==> config.mk <==
export PLATFORM = sky130hd
export DESIGN_NAME = req_ack_arbiter
export DESIGN_NICKNAME = d
export VERILOG_FILES = /design/src/rtl/req_arb_pkg.sv /design/src/rtl/req_arb_rr_pick.sv /design/src/rtl/req_ack_arbiter.sv
export SDC_FILE = /design/constraint.sdc
export NUM_CORES = 1
export LEC_CHECK = 0
export ABC_AREA = 1
export BUFFER_PORTS_ARGS = -buffer_cell sky130_fd_sc_hd__buf_2
export CAP_MARGIN = 30
export CORE_MARGIN = 4
export CORE_UTILIZATION = 41
export CTS_CLUSTER_SIZE = 30
export DETAILED_ROUTE_END_ITERATION = 10
export HOLD_SLACK_MARGIN = 0.15
export PLACE_DENSITY_LB_ADDON = 0.15
export SYNTH_ARGS = -nofsm -noshare
export SYNTH_HDL_FRONTEND = slang
export SYNTH_SLANG_ARGS = --single-unit
==> constraint.sdc <==
create_clock -name clk_i -period 1.85 [get_ports clk_i]
set_input_delay 0.4625 -clock clk_i [delete_from_list [all_inputs] [get_ports clk_i]]
set_output_delay 0.4625 -clock clk_i [all_outputs]
set_load 0.02 [all_outputs]
==> src/rtl/req_arb_pkg.sv <==
// Shared types and helpers for the req/ack burst-engine arbiter.
package req_arb_pkg;

    typedef enum logic [1:0] {
        IDLE  = 2'd0,
        ISSUE = 2'd1,
        WAIT  = 2'd2
    } req_arb_state_e;

    // Index width for a vector of n entries, never narrower than one bit.
    function automatic int idx_w(input int n);
        return (n > 1) ? $clog2(n) : 1;
    endfunction

endpackage

==> src/rtl/req_arb_rr_pick.sv <==
// Combinational winner select over the pending vector: round-robin from rr_ptr_i,
// or lowest-index-wins when REQ_ARB_FIXED_PRIO_EN is defined (rr_ptr_i then unused).
module req_arb_rr_pick
    import req_arb_pkg::*;
#(
    parameter int N_REQ = 4,
    localparam int IDX_W = idx_w(N_REQ)
) (
    input  logic [N_REQ-1:0] pend_i,
    input  logic [IDX_W-1:0] rr_ptr_i,
    output logic             valid_o,
    output logic [IDX_W-1:0] winner_o
);

`ifndef REQ_ARB_FIXED_PRIO_EN
    logic [IDX_W:0] sum;
`endif

    // Loops run from the far end so the highest-priority candidate is written last.
    always_comb begin
        valid_o  = 1'b0;
        winner_o = '0;
`ifdef REQ_ARB_FIXED_PRIO_EN
        for (int i = N_REQ - 1; i >= 0; i--) begin
            if (pend_i[i]) begin
                valid_o  = 1'b1;
                winner_o = IDX_W'(i);
            end
        end
`else
        sum = '0;
        for (int k = N_REQ - 1; k >= 0; k--) begin
            sum = {1'b0, rr_ptr_i} + (IDX_W+1)'(k);
            if (sum >= (IDX_W+1)'(N_REQ)) begin
                sum = sum - (IDX_W+1)'(N_REQ);
            end
            if (pend_i[sum[IDX_W-1:0]]) begin
                valid_o  = 1'b1;
                winner_o = sum[IDX_W-1:0];
            end
        end
`endif
    end

endmodule

==> src/rtl/req_ack_arbiter.sv <==
// Arbitrates four-phase req/ack requesters onto one burst engine; grant one cycle after pend, start pulse the next.
// One burst outstanding; ack held until req drops. REQ_ARB_FIXED_PRIO_EN selects fixed priority over round-robin.
module req_ack_arbiter
    import req_arb_pkg::*;
#(
    parameter int N_REQ  = 4,
    parameter int ADDR_W = 32,
    parameter int LEN_W  = 8,
    localparam int IDX_W = idx_w(N_REQ)
) (
    input  logic                    clk_i,
    input  logic                    rst_i,
    input  logic [N_REQ-1:0]        req_i,
    input  logic [N_REQ-1:0]        req_en_i,
    input  logic [N_REQ*ADDR_W-1:0] req_addr_i,
    input  logic [N_REQ*LEN_W-1:0]  req_len_i,
    input  logic [N_REQ-1:0]        req_wr_i,
    output logic [N_REQ-1:0]        ack_o,
    output logic                    eng_start_o,
    output logic [ADDR_W-1:0]       eng_addr_o,
    output logic [LEN_W-1:0]        eng_len_o,
    output logic                    eng_wr_o,
    input  logic                    eng_done_i,
    output logic [IDX_W-1:0]        grant_id_o,
    output logic                    busy_o
);

    req_arb_state_e    state_q, state_d;
    logic [N_REQ-1:0]  r, r_q;
    logic [N_REQ-1:0]  pend_q, pend_d;
    logic [N_REQ-1:0]  ack_q, ack_d;
    logic [N_REQ-1:0]  grant_vec, done_vec, active_vec;
    logic [ADDR_W-1:0] eng_addr_q, eng_addr_d;
    logic [LEN_W-1:0]  eng_len_q, eng_len_d;
    logic              eng_wr_q, eng_wr_d;
    logic [IDX_W-1:0]  grant_q, grant_d;
    logic [IDX_W-1:0]  rr_ptr;
    logic              pick_vld;
    logic [IDX_W-1:0]  pick_idx;

`ifndef REQ_ARB_FIXED_PRIO_EN
    logic [IDX_W-1:0]  rr_ptr_q, rr_ptr_d;
    assign rr_ptr = rr_ptr_q;
`else
    assign rr_ptr = '0;
`endif

    assign r = req_i & req_en_i;

    req_arb_rr_pick #(.N_REQ(N_REQ)) u_pick (
        .pend_i   (pend_q),
        .rr_ptr_i (rr_ptr),
        .valid_o  (pick_vld),
        .winner_o (pick_idx)
    );

    always_comb begin
        state_d    = state_q;
        eng_addr_d = eng_addr_q;
        eng_len_d  = eng_len_q;
        eng_wr_d   = eng_wr_q;
        grant_d    = grant_q;
        grant_vec  = '0;
        done_vec   = '0;
        active_vec = '0;
`ifndef REQ_ARB_FIXED_PRIO_EN
        rr_ptr_d   = rr_ptr_q;
`endif
        case (state_q)
            IDLE: begin
                if (pick_vld) begin
                    eng_addr_d          = req_addr_i[int'(pick_idx)*ADDR_W +: ADDR_W];
                    eng_len_d           = req_len_i[int'(pick_idx)*LEN_W +: LEN_W];
                    eng_wr_d            = req_wr_i[pick_idx];
                    grant_d             = pick_idx;
                    grant_vec[pick_idx] = 1'b1;
                    state_d             = ISSUE;
                end
            end
            ISSUE: state_d = WAIT;
            WAIT: begin
                if (eng_done_i) begin
                    done_vec[grant_q] = r[grant_q];
`ifndef REQ_ARB_FIXED_PRIO_EN
                    rr_ptr_d = (grant_q == IDX_W'(N_REQ - 1)) ? '0 : grant_q + IDX_W'(1);
`endif
                    state_d = IDLE;
                end
            end
            default: state_d = IDLE;
        endcase
        if (state_q != IDLE) begin
            active_vec[grant_q] = 1'b1;
        end
        // A withdrawn request (r low) drops both its pending flag and its ack.
        pend_d = r & ((pend_q & ~grant_vec) | (~r_q & ~ack_q & ~active_vec));
        ack_d  = r & (ack_q | done_vec);
    end

    always_ff @(posedge clk_i) begin
        if (rst_i) begin
            state_q    <= IDLE;
            r_q        <= '0;
            pend_q     <= '0;
            ack_q      <= '0;
            eng_addr_q <= '0;
            eng_len_q  <= '0;
            eng_wr_q   <= 1'b0;
            grant_q    <= '0;
`ifndef REQ_ARB_FIXED_PRIO_EN
            rr_ptr_q   <= '0;
`endif
        end else begin
            state_q    <= state_d;
            r_q        <= r;
            pend_q     <= pend_d;
            ack_q      <= ack_d;
            eng_addr_q <= eng_addr_d;
            eng_len_q  <= eng_len_d;
            eng_wr_q   <= eng_wr_d;
            grant_q    <= grant_d;
`ifndef REQ_ARB_FIXED_PRIO_EN
            rr_ptr_q   <= rr_ptr_d;
`endif
        end
    end

    assign ack_o       = ack_q;
    assign eng_start_o = (state_q == ISSUE);
    assign eng_addr_o  = eng_addr_q;
    assign eng_len_o   = eng_len_q;
    assign eng_wr_o    = eng_wr_q;
    assign grant_id_o  = grant_q;
    assign busy_o      = (state_q != IDLE);

endmodule

# Word level (Yosys, flattened, before mapping)

Index checks and enable logic that the tools add are counted.

Register bits after elaboration: 59
Bits in latches: 0
Memory bits (writable): 0
ROM bits: 0
Input bits: 175
Output and inout bits: 49
Word-level logic and storage cells: 93
Memories kept: 0

Add/subtract/negate cells: 8
$mul: 0
Div/mod/pow operators: 0
Order comparisons: 12
Equal/unequal tests: 5
Shift operators: 2
Multiplexer cells: 37
Bitwise gates (word level): 13
Reductions and logical operators: 7

Operators by type and width:

| operator                                                   | number |
|---|---|
| indexed part select 128 x 8 -> 32 bit                      | 1 |
| indexed part select 32 x 6 -> 8 bit                        | 1 |
| AND 4 bit                                                  | 7 |
| 2-to-1 mux 2 bit                                           | 11 |
| 2-to-1 mux 4 bit                                           | 5 |
| less-than comparator 2 x 3 -> 1 bit, second input constant | 6 |
| inverter 4 bit                                             | 4 |
| binary-select mux 1 bit (select 2 bit)                     | 6 |
| 2-to-1 mux 1 bit                                           | 12 |
| >= comparator 3 bit, second input constant                 | 3 |
| OR 4 bit                                                   | 2 |
| subtractor 2 x 1 -> 2 bit, second input constant           | 4 |
| adder 2 x 2 -> 3 bit, second input constant                | 2 |
| case mux 2 bit (3 select lines)                            | 1 |
| AND reduction 2 bit                                        | 3 |
| demux 1 bit (select 2 bit)                                 | 2 |
| equality test 2 bit, second input constant                 | 2 |
| >= comparator 2 x 1 -> 1 bit, second input constant        | 2 |
| inequality test 2 bit, second input constant               | 2 |
| adder 2 x 1 -> 3 bit, second input constant                | 1 |
| >= comparator 2 x 3 -> 1 bit, second input constant        | 1 |
| adder 2 x 1 -> 2 bit, second input constant                | 1 |
| equality test 2 x 1 -> 1 bit, second input constant        | 1 |
| logical AND 1 bit                                          | 2 |
| 2 further kinds                                            | 2 |

# Longest topological paths before layout

Gate-level depths: netlist of run 1.

Depth in word-level cells: 19
Gate-level depth with buffers: 16
Depth with buffers taken out: 14

# Hierarchy

From an unflattened synthesis of run 1, not the netlist that was laid out.

Cells, all modules: 683
Area, all modules: 3,930.0 µm²

By module, submodules not included:

| module          | times used | cells an instance | area each (µm²) | sequential area each (µm²) |
|---|---|---|---|---|
| req_ack_arbiter | 1          | 637               | 3,717.3         | 1,181.1 |
| req_arb_rr_pick | 1          | 46                | 212.7           | 0.0 |

# Worst setup path before layout of run 1

No wires, ideal clock.

Kind: reg-to-reg
From: register rr_ptr_q[0] (netlist: rr_ptr[0])
To: register eng_addr_q[0] (netlist: eng_addr_o[0])
Library setup time: 0.117 ns
Arrival time: 1.613 ns
Required time: 1.733 ns
Slack: 0.120 ns
Cell stages (with the launch flop): 16
Buffers on the path: 3
Clock period less this slack: 1.730 ns
Cell sequence: dfxtp_1 > buf_4 > nand2_1 > nand2_1 > nand2_1 > nand2_1 > nor2_1 > nor2_2 > nand2_2 > nand2_4 > buf_6 > buf_4 > nand3_1 > nand3_1 > nor2_1 > nor2_1

Cells in the longest elaborated chain, start to end: 10
Elaborated cells between the ends (all ways): 33
Classes of those cells: add/sub (7); order compare (4); shift (1); mux (20); reduce/logical (1)

RTL lines:

| what                                                                                | RTL line                                     | source |
|---|---|---|
| start, declared                                                                     | req_ack_arbiter.sv:42                        | `logic [IDX_W-1:0] rr_ptr_q, rr_ptr_d;` |
| start signal, assigned                                                              | req_ack_arbiter.sv:123                       | `rr_ptr_q <= rr_ptr_d;` |
| adder 2 x 2 -> 3 bit                                                                | req_arb_rr_pick.sv:33                        | `sum = {1'b0, rr_ptr_i} + (IDX_W+1)'(k);` |
| >= comparator 3 bit / subtractor 2 x 1 -> 2 bit (equally long branches)             | req_arb_rr_pick.sv:34, req_arb_rr_pick.sv:35 |  |
| 2-to-1 mux 2 bit                                                                    | req_arb_rr_pick.sv:34                        | `if (sum >= (IDX_W+1)'(N_REQ)) begin` |
| binary-select mux 1 bit (select 2 bit)                                              | req_arb_rr_pick.sv:37                        | `if (pend_i[sum[IDX_W-1:0]]) begin` |
| 2-to-1 mux 1 bit (not written as such)                                              | req_arb_rr_pick.sv:37                        |  |
| 2-to-1 mux 2 bit / 2-to-1 mux 1 bit (equally long branches) (4 in a row)            | req_arb_rr_pick.sv:37                        |  |
| indexed part select 128 x 8 -> 32 bit / AND reduction 2 bit (equally long branches) | -                                            |  |
| end signal, assigned                                                                | req_ack_arbiter.sv:118                       | `eng_addr_q <= eng_addr_d;` |
| end, declared                                                                       | req_ack_arbiter.sv:33                        | `logic [ADDR_W-1:0] eng_addr_q, eng_addr_d;` |

Several ways; a longest one is shown, not always the timed one. The select of a mux whose other input is x is not followed.
A chain may end at the register's enable or synchronous reset.

# Final worst setup path of run 1

From: register rr_ptr_q[0] (netlist: rr_ptr[0])
To: register eng_addr_q[14] (netlist: eng_addr_o[14])

Same word-level chain as after synthesis.

==> results of run 1 <==
## synthesized netlist by cell type
library cell	count	area, um2
a211oi_1	1	7.51
a21boi_0	3	22.5
a21boi_1	1	7.51
a21o_1	1	7.51
a21oi_1	4	20.0
buf_1	3	11.3
buf_2	17	85.1
buf_4	4	30.0
buf_6	5	56.3
clkbuf_1	20	75.1
dfxtp_1	59	1180
ha_1	4	50.1
inv_1	62	233
inv_2	3	11.3
nand2_1	123	462
nand2_2	2	12.5
nand2_4	1	11.3
nand3_1	86	430
nand3_2	2	20.0
nand4_1	41	257
nor2_1	185	694
nor2_2	2	12.5
o21a_1	5	37.5
o21ai_0	50	250
o21ai_1	2	10.0
o221ai_1	1	8.76
## registers in the layout, summed over array words and instances (netlist names)
| name | count |
|---|---|
| eng_addr_o | 32 |
| eng_len_o | 8 |
| ack_o | 4 |
| pend_q | 4 |
| r_q | 4 |
| grant_id_o | 2 |
| rr_ptr | 2 |
| state_q | 2 |
| eng_wr_o | 1 |
## final timing paths
check	end	from	cells past startpoint	slack, ps
max	eng_addr_o[14]$_SDFFE_PP0P_	rr_ptr[0]$_SDFFE_PP0P_	14	-50
min	r_q[0]$_SDFF_PP0_	req_en_i[0]	3	400
max reg2reg	eng_addr_o[14]$_SDFFE_PP0P_	rr_ptr[0]$_SDFFE_PP0P_	14	-50
min reg2reg	ack_o[1]$_SDFF_PP0_	ack_o[1]$_SDFF_PP0_	1	480
## layout by cell type, fill, tap and decap left out, types with 2 or more instances in the layout
master and count:
buf_2 223, nor2_1 179, nand2_1 109, nand3_1 86, inv_1 62, dfxtp_1 55
o21ai_0 44, nand4_1 41, nand2_2 13, clkbuf_8 9, buf_6 9, buf_12 9
clkbuf_16 8, buf_4 8, o21ai_1 7, nor2_2 5, o21a_1 5, a21boi_1 4
ha_1 4, dfxtp_2 4, inv_2 3, nand2_4 3, nor2_4 3, a21oi_1 3
nand2_8 2, bufinv_16 2, clkinvlp_4 2
## final cells by class
class	instances	area [um2]	share of cell area, %
repair buffers	259	1700	28.6
well taps	129	161	2.71
clock inverters	6	88.8	1.49
flip-flops and latches	59	1190	19.9
inverters	65	244	4.10
multi-input cells	515	2440	41.1
clock buffers	10	128	2.14
## cell families (layout without fill, tap and decap cells)
group | Yosys count | in the layout | synth area share (%)
buffers and inverters | 114 | 340 | 12.5
flip-flops | 59 | 59 | 29.5
adder cells (fa/ha/maj) | 4 | 4 | 1.25
AND/OR/NAND/NOR | 442 | 443 | 47.4
AO/OA/AOI/OAI | 68 | 68 | 9.28
## where the power goes
part	internal (W)	switching, W
Combinational	0.000981	0.00138
Clock	0.000761	0.000547
Sequential	0.00148	0.000100
## what timing repair did
action	4_1_cts	5_1_grt
resized for setup	13	41
gates cloned	1	13
endpoints found under the setup margin	45	46
pin swaps	0	8
buffers inserted	0	4
## worst register-to-register path, stage by stage, from the launching register on
cell and delay, ps:
dfxtp_2 350, buf_8 130, nand2_2 50, nand2_2 90
nand2_2 90, nand2_4 100, nor2_4 50, nor2_2 120
nand2_4 130, nand2_8 160, clkbuf_16 180, nor2_1 50
nor2_1 170, nor2_1 80, nor2_1 80
## through the flow
stage	worst slack [ps]	setup TNS [ps]	power, W
2_1_floorplan	120	0	0.00290
3_3_place_gp	68.2	0	0.00358
3_5_place_dp	-65.9	-1240	0.00361
4_1_cts	-6.93	-9.58	0.00495
5_1_grt	-201	-6300	0.00559
6_report	-51.9	-295	0.00524
## per-layer routing
metal	up-vias	share of wire (%)
li1	2650	-
met1	2366	40
met2	217	51
met3	27	7.0
met4	0	2.0
met5	-	0
==> reports/metrics.csv, run 1 <==
metric;value;unit
setup_violations;19;
utilization;63.5;%
crit_family;simple AND/OR/NAND/NOR gates;
hold_viol;0;
crit_buf_inv;2;
crit_type;register to register;
power.density;880;nW/um2
wirelength;14900;um
antenna_found_initial;0;
grt.busiest_layer;met2;
io-pin-count;224;
fin_skew;10.3;ps
fmax;0.526;GHz
arrival;2170;ps
insertion_delay;330;ps
routedWlPerCell;14.2;um
fin_area;5950;um2
syn_nets;866;
slew_headroom;73.1;%
grt-ovfl-total;0;
worst-endpoint-required;2120;ps
yosysSeqAreaShare;29.5;%
grt_util_met1;27.4;%
max_cap_violations;0;
period_share;103;%
ys_ff_latch;59;
drt-initial-drc-count;281;
drt_first_pass_iters;5;
n_antenna_cell;0;
dp.cells;1009;
synth_cells;687;
ctsHoldBuffers;0;
cts-root-buf;clkbuf_8;
htree_levels;3;
fillers;919;
slowest_stage;dfxtp_2;
ys_types;26;
placed_area;5270;um2
rsz0062_at_grt;yes;
dpl.hpwl;10300;um
holdWs;400;ps
drive_above_1_share;34.0;%
core_area;9370;um2
gp_congestion;0.860;
violations;negative setup slack;
drc;0;
track_usage;22.7;%
slowest_delay;350;ps
startpoint_type;register;
antenna_left;0;
grt_pass1_wl;21300;um
dieArea;11400;um2
worst-path-max-fanout;10;
clk_pin_slew;80;ps
vdd_drop_max;430;uV
worstHoldPathType;input pin to register;
cts_sinks;59;
syn_area;4000;um2
status;finished with violations;
area_delta_synth_final;48.7;%
cp_cell_sequence;buf_8, nand2_2, nand2_2, nand2_2, nand2_4, nor2_4, nor2_2, nand2_4, nand2_8, clkbuf_16, nor2_1, nor2_1, nor2_1, nor2_1;
fp.dieW;107;um
nNetsFinal;1088;
syn_avg_cell_area;5.83;um2
crit_top_cell;nor2_1;
grt_pass1_vias;4697;
cts_buffers;9;
io_buffers;223;
final-instance-count-excl-fill;1043;
p_leak;3.13;nW
die_h;107;um
num_vias;5260;
ys.warnings.count;0;
worst_pin_slew;403;ps
rows;35;
period_needed;1900;ps
grt.met2_usage;40.0;%
grt_use_met3;4.46;%
setup_ws;-51.9;ps
viasPerCell;5.04;
grt_max_degree;42;
slew_violations;0;
cts_tree;yes;
cts_buffer_depth;2;
cp-end-kind;register;
initial_core_util;42.7;%
No activity file was read; power rests on OpenSTA's default activity.
==> inputs of run 2 (changes only) <==
--- a/config.mk
+++ b/config.mk
@@ -15,4 +15,5 @@
 export HOLD_SLACK_MARGIN = 0.15
 export PLACE_DENSITY_LB_ADDON = 0.15
+export RECOVER_POWER = 100
 export SYNTH_ARGS = -nofsm -noshare
 export SYNTH_HDL_FRONTEND = slang
==> constraint.sdc (replaced) <==
create_clock -name clk_i -period 1.85 [get_ports clk_i]
set_input_delay 0.37 -clock clk_i [delete_from_list [all_inputs] [get_ports clk_i]]
set_output_delay 0.37 -clock clk_i [all_outputs]
set_load 0.02 [all_outputs]
==> reports/metrics.csv, run 2 (synthesis results as in run 1) <==
metric;value;unit
viasPerCell;5.03;
fin_area;5890;um2
final_cell_mix;nor2_1 (179), buf_2 (174), nand2_1 (109);
die_h;107;um
status;finished with violations;
fp.dieW;107;um
violations;negative setup slack;
rsz0062_at_grt;yes;
n_antenna_cell;0;
crit_family;simple AND/OR/NAND/NOR gates;
clk_pin_slew;80;ps
slowest_stage;dfxtp_2;
power.density;880;nW/um2
cts_buffer_depth;2;
io_buffers;223;
cts_buffers;9;
cts_tree;yes;
slew_violations;0;
vdd_drop_max;437;uV
worst-endpoint-required;2110;ps
fin_skew;9.73;ps
gp_congestion;0.860;
setup_violations;19;
core_area;9370;um2
rows;35;
wirelength;14900;um
cts_sinks;59;
fillers;956;
dieArea;11400;um2
grt_pass1_wl;21300;um
worst-path-max-fanout;10;
crit_start;rr_ptr[0]$_SDFFE_PP0P_;
p_leak;2.94;nW
final_common_cell;nor2_1;
io-pin-count;224;
max_cap_violations;0;
period_share;103;%
cp-end-kind;register;
htree_levels;3;
post-place-ws;-65.9;ps
nNetsFinal;1088;
crit_top_cell;nand2_1;
timing.setup.tns;-335;ps
drt_first_pass_iters;5;
num_vias;5248;
slowest_delay;340;ps
track_usage;22.7;%
worstHoldStart;req_en_i[0];
antenna_found_initial;0;
startpoint_type;register;
grt_max_degree;42;
antenna_left;0;
r2r_start;rr_ptr[0]$_SDFFE_PP0P_;
fmax;0.523;GHz
area_delta_synth_final;47.2;%
ctsHoldBuffers;0;
worst_pin_slew;408;ps
arrival;2180;ps
drive_above_1_share;28.7;%
worstHoldPathType;input pin to register;
setup_ws;-61.0;ps
period_needed;1910;ps
routedWlPerCell;14.2;um
hold_viol;0;
largest_reg_flops;32;
slew_headroom;72.8;%
drt-initial-drc-count;221;
grt-ovfl-total;0;
placed_area;5270;um2
grt_pass1_vias;4697;
crit_buf_inv;3;
initial_core_util;42.7;%
insertion_delay;330;ps
crit_type;register to register;
dpl.hpwl;10300;um
drc;0;
cts-root-buf;clkbuf_8;
cp_cell_sequence;buf_8, nand2_1, nand3_1, nand2_1, inv_1, nand2_4, nand2_2, nand2_4, nand2_8, buf_12, nand2_1, nand2_1, nor2_1, nor2_1, nor2_1;
==> run 2: per-stage QoR <==
stage               power [W]  utilization, %  cells  hold WS (ps)
floorplan             0.00290               -    687           451
global placement      0.00358            56.2   1009           469
detailed placement    0.00361            56.2   1009           472
CTS                   0.00495            59.3   1026           307
global route          0.00555            62.9   1043           311
finish                0.00518            62.9   1043           311
==> run 2: report_power, final <==
part	total, W	internal, W	switching [W]
logic	0.00230	0.000929	0.00137
clock network	0.00130	0.000761	0.000539
registers	0.00158	0.00148	0.000104
==> run 2: what timing repair did <==
item | 4_1_cts | 5_1_grt
pin swaps | 0 | 8
buffers inserted | 0 | 4
cloned | 1 | 13
setup endpoints to repair | 45 | 46
resized for setup | 13 | 41
==> run 2: path summary, 6_finish.rpt <==
| path | endpoint | slack, ps | cells past startpoint |
|---|---|---|---|
| min reg2reg | ack_o[1]$_SDFF_PP0_ | 490 | 1 |
| max reg2reg | eng_addr_o[14]$_SDFFE_PP0P_ | -60 | 15 |
| max | eng_addr_o[14]$_SDFFE_PP0P_ | -60 | 15 |
| min | r_q[0]$_SDFF_PP0_ | 310 | 3 |
==> run 2: worst reg2reg max path, delay by kind of cell, from the launching register on <==
kind | cells | cell delay (ps)
buffers and inverters | 3 | 370
DFF | 1 | 340
and+or+nand+nor | 12 | 1120
==> run 2: area by class of cell <==
type                       count  area [um2]  share of cell area [%]
tap                          129         161                    2.74
clock inverter                 6        88.8                    1.51
inverter                      65         244                    4.14
clock buffer                  10         128                    2.17
multi-input combinational    515        2440                    41.5
sequential                    59        1190                    20.1
timing repair buffer         259        1640                    27.8
==> run 2: per-layer routing <==
metal  up-vias  wire length, um  global-route usage, %
met5         -                0                      0
met4         0              328                   8.22
met3        32             1020                   4.46
met2       210             7550                   40.0
met1      2352             5970                   27.4
li1       2654                -                      -
==> inputs of run 3 (changes only) <==
CAP_MARGIN = 20   (was 30)
CORE_MARGIN = 2   (was 4)
==> reports/metrics.csv, run 3 (synthesis results as in run 1) <==
metric;value;unit
status;finished with violations;
violations;negative setup slack;
slowest_stage;dfxtp_4;
worst_pin_slew;935;ps
regToRegSetupSlack;-130;ps
cts_tree;yes;
totalPowerFinal;0.00555;W
grt-ovfl-total;0;
n_antenna_cell;0;
largest_reg_flops;32;
grt_use_met3;6.78;%
slew_violations;0;
drive_above_1_share;38.0;%
cp_cell_sequence;clkbuf_16, nand2_4, nand2_4, nand2_4, nand2_4, nor2_4, nor2_4, nand2_8, nand2_8, clkbuf_16, nand2_4, nand2_2, nor2_2, nor2_1, nor2_1;
r2r_start;rr_ptr[0]$_SDFFE_PP0P_;
cts_sinks;59;
gp_congestion;0.917;
area_delta_synth_final;63.8;%
period_needed;1980;ps
worst-path-max-fanout;8;
slowest_delay;400;ps
arrival;2210;ps
nNetsFinal;1102;
crit_family;simple AND/OR/NAND/NOR gates;
routedWlPerCell;16.0;um
hold_viol;0;
p_leak;3.21;nW
final_common_cell;buf_2;
setup_ws;-133;ps
rows;36;
reg2reg_depth;15;
crit_start;rr_ptr[0]$_SDFFE_PP0P_;
cp-end-kind;register;
period_share;107;%
worstSetupPathDepth;15;
slew_headroom;37.6;%
final_cell_mix;buf_2 (174), nor2_1 (164), nand2_1 (72);
die_h;103;um
clk_pin_slew;80;ps
seq_area;1190;um2
worstHoldStart;req_en_i[0];
cts-root-buf;clkbuf_8;
drt_first_pass_iters;5;
grt_pass1_vias;4526;
drc;0;
power.density;846;nW/um2
wirelength;16900;um
startpoint_type;register;
grt_pass1_wl;20700;um
grt_max_degree;57;
grt.busiest_layer;met2;
hold_depth;3;
dpl.hpwl;9720;um
io-pin-count;224;
viasPerCell;5.23;
crit_buf_inv;2;
grt_util_met1;28.4;%
crit_top_cell;nand2_4;
initial_core_util;41.5;%
fp.dieW;103;um
dp.cells;1014;
core_area;9640;um2
grt.met2_usage;43.8;%
r2r-end;eng_addr_o[12]$_SDFFE_PP0P_;
multi_input_area;2840;um2
vdd_drop_max;373;uV
io_buffers;223;
ctsHoldBuffers;0;
fillers;900;
track_usage;24.5;%
crit_type;register to register;
worst-endpoint-required;2080;ps
fmax;0.504;GHz
min_to;r_q[0]$_SDFF_PP0_;
dieArea;10600;um2
max_cap_violations;0;
worstHoldPathType;input pin to register;
num_vias;5545;
rsz0062_at_grt;yes;
cts_buffer_depth;2;
antenna_found_initial;1;
drt-initial-drc-count;232;
cts_buffers;9;
antenna_left;0;
setup_violations;46;
htree_levels;3;
final-instance-count-excl-fill;1061;
fin_skew;13.3;ps
insertion_delay;350;ps
-- run 3: worst max-delay path by stage --
stage                                             end  slack, ps
after global routing      eng_addr_o[12]$_SDFFE_PP0P_       -220
after floorplan            eng_addr_o[0]$_SDFFE_PP0P_        120
after detailed placement   eng_addr_o[8]$_SDFFE_PP0P_        -80
after CTS                 eng_addr_o[19]$_SDFFE_PP0P_        -20
after global placement     eng_addr_o[1]$_SDFFE_PP0P_         40
final                     eng_addr_o[12]$_SDFFE_PP0P_       -130
-- run 3: per-stage QoR --
step	worst slack (ps)	setup TNS [ps]	util (%)	cell area [um2]	hold WS [ps]
floorplan	120	0	-	4000	451
global placement	37.9	0	54.4	5250	469
detailed placement	-79.1	-854	54.4	5250	472
CTS	-17.6	-64.6	57.5	5540	285
global route	-219	-6440	68.0	6560	299
finish	-133	-1690	68.0	6560	302
-- run 3: area by class of cell --
class | instances | area share (%)
clock buffers | 9 | 1.89
repair buffers | 272 | 28.9
clock inverters | 7 | 1.16
flip-flops and latches | 59 | 18.2
inverters | 65 | 3.95
multi-input cells | 516 | 43.4
well taps | 133 | 2.54
-- run 3: worst min-delay path, stage by stage --
cell and delay (ps):
buf_2 90, nand2_1 70, nor2_1 70
-- run 3: what timing repair did --
| item | CTS | global route |
|---|---|---|
| setup buffers | 0 | 7 |
| gates cloned | 2 | 22 |
| setup endpoints to repair | 41 | 46 |
| pin swaps | 4 | 57 |
| resized for setup | 17 | 175 |
-- run 3: report_power, final --
group / internal [W] / switching (W)
Sequential: 0.00147 / 0.000122
Combinational: 0.00114 / 0.00159
Clock: 0.000631 / 0.000596
Total: 0.00324 / 0.00231
-- run 3: routing by layer --
metal / wire length [um] / vias to the layer above
li1: - / 2690
met1: 6480 / 2526
met2: 8480 / 272
met3: 1340 / 55
met4: 613 / 2
met5: 13 / -
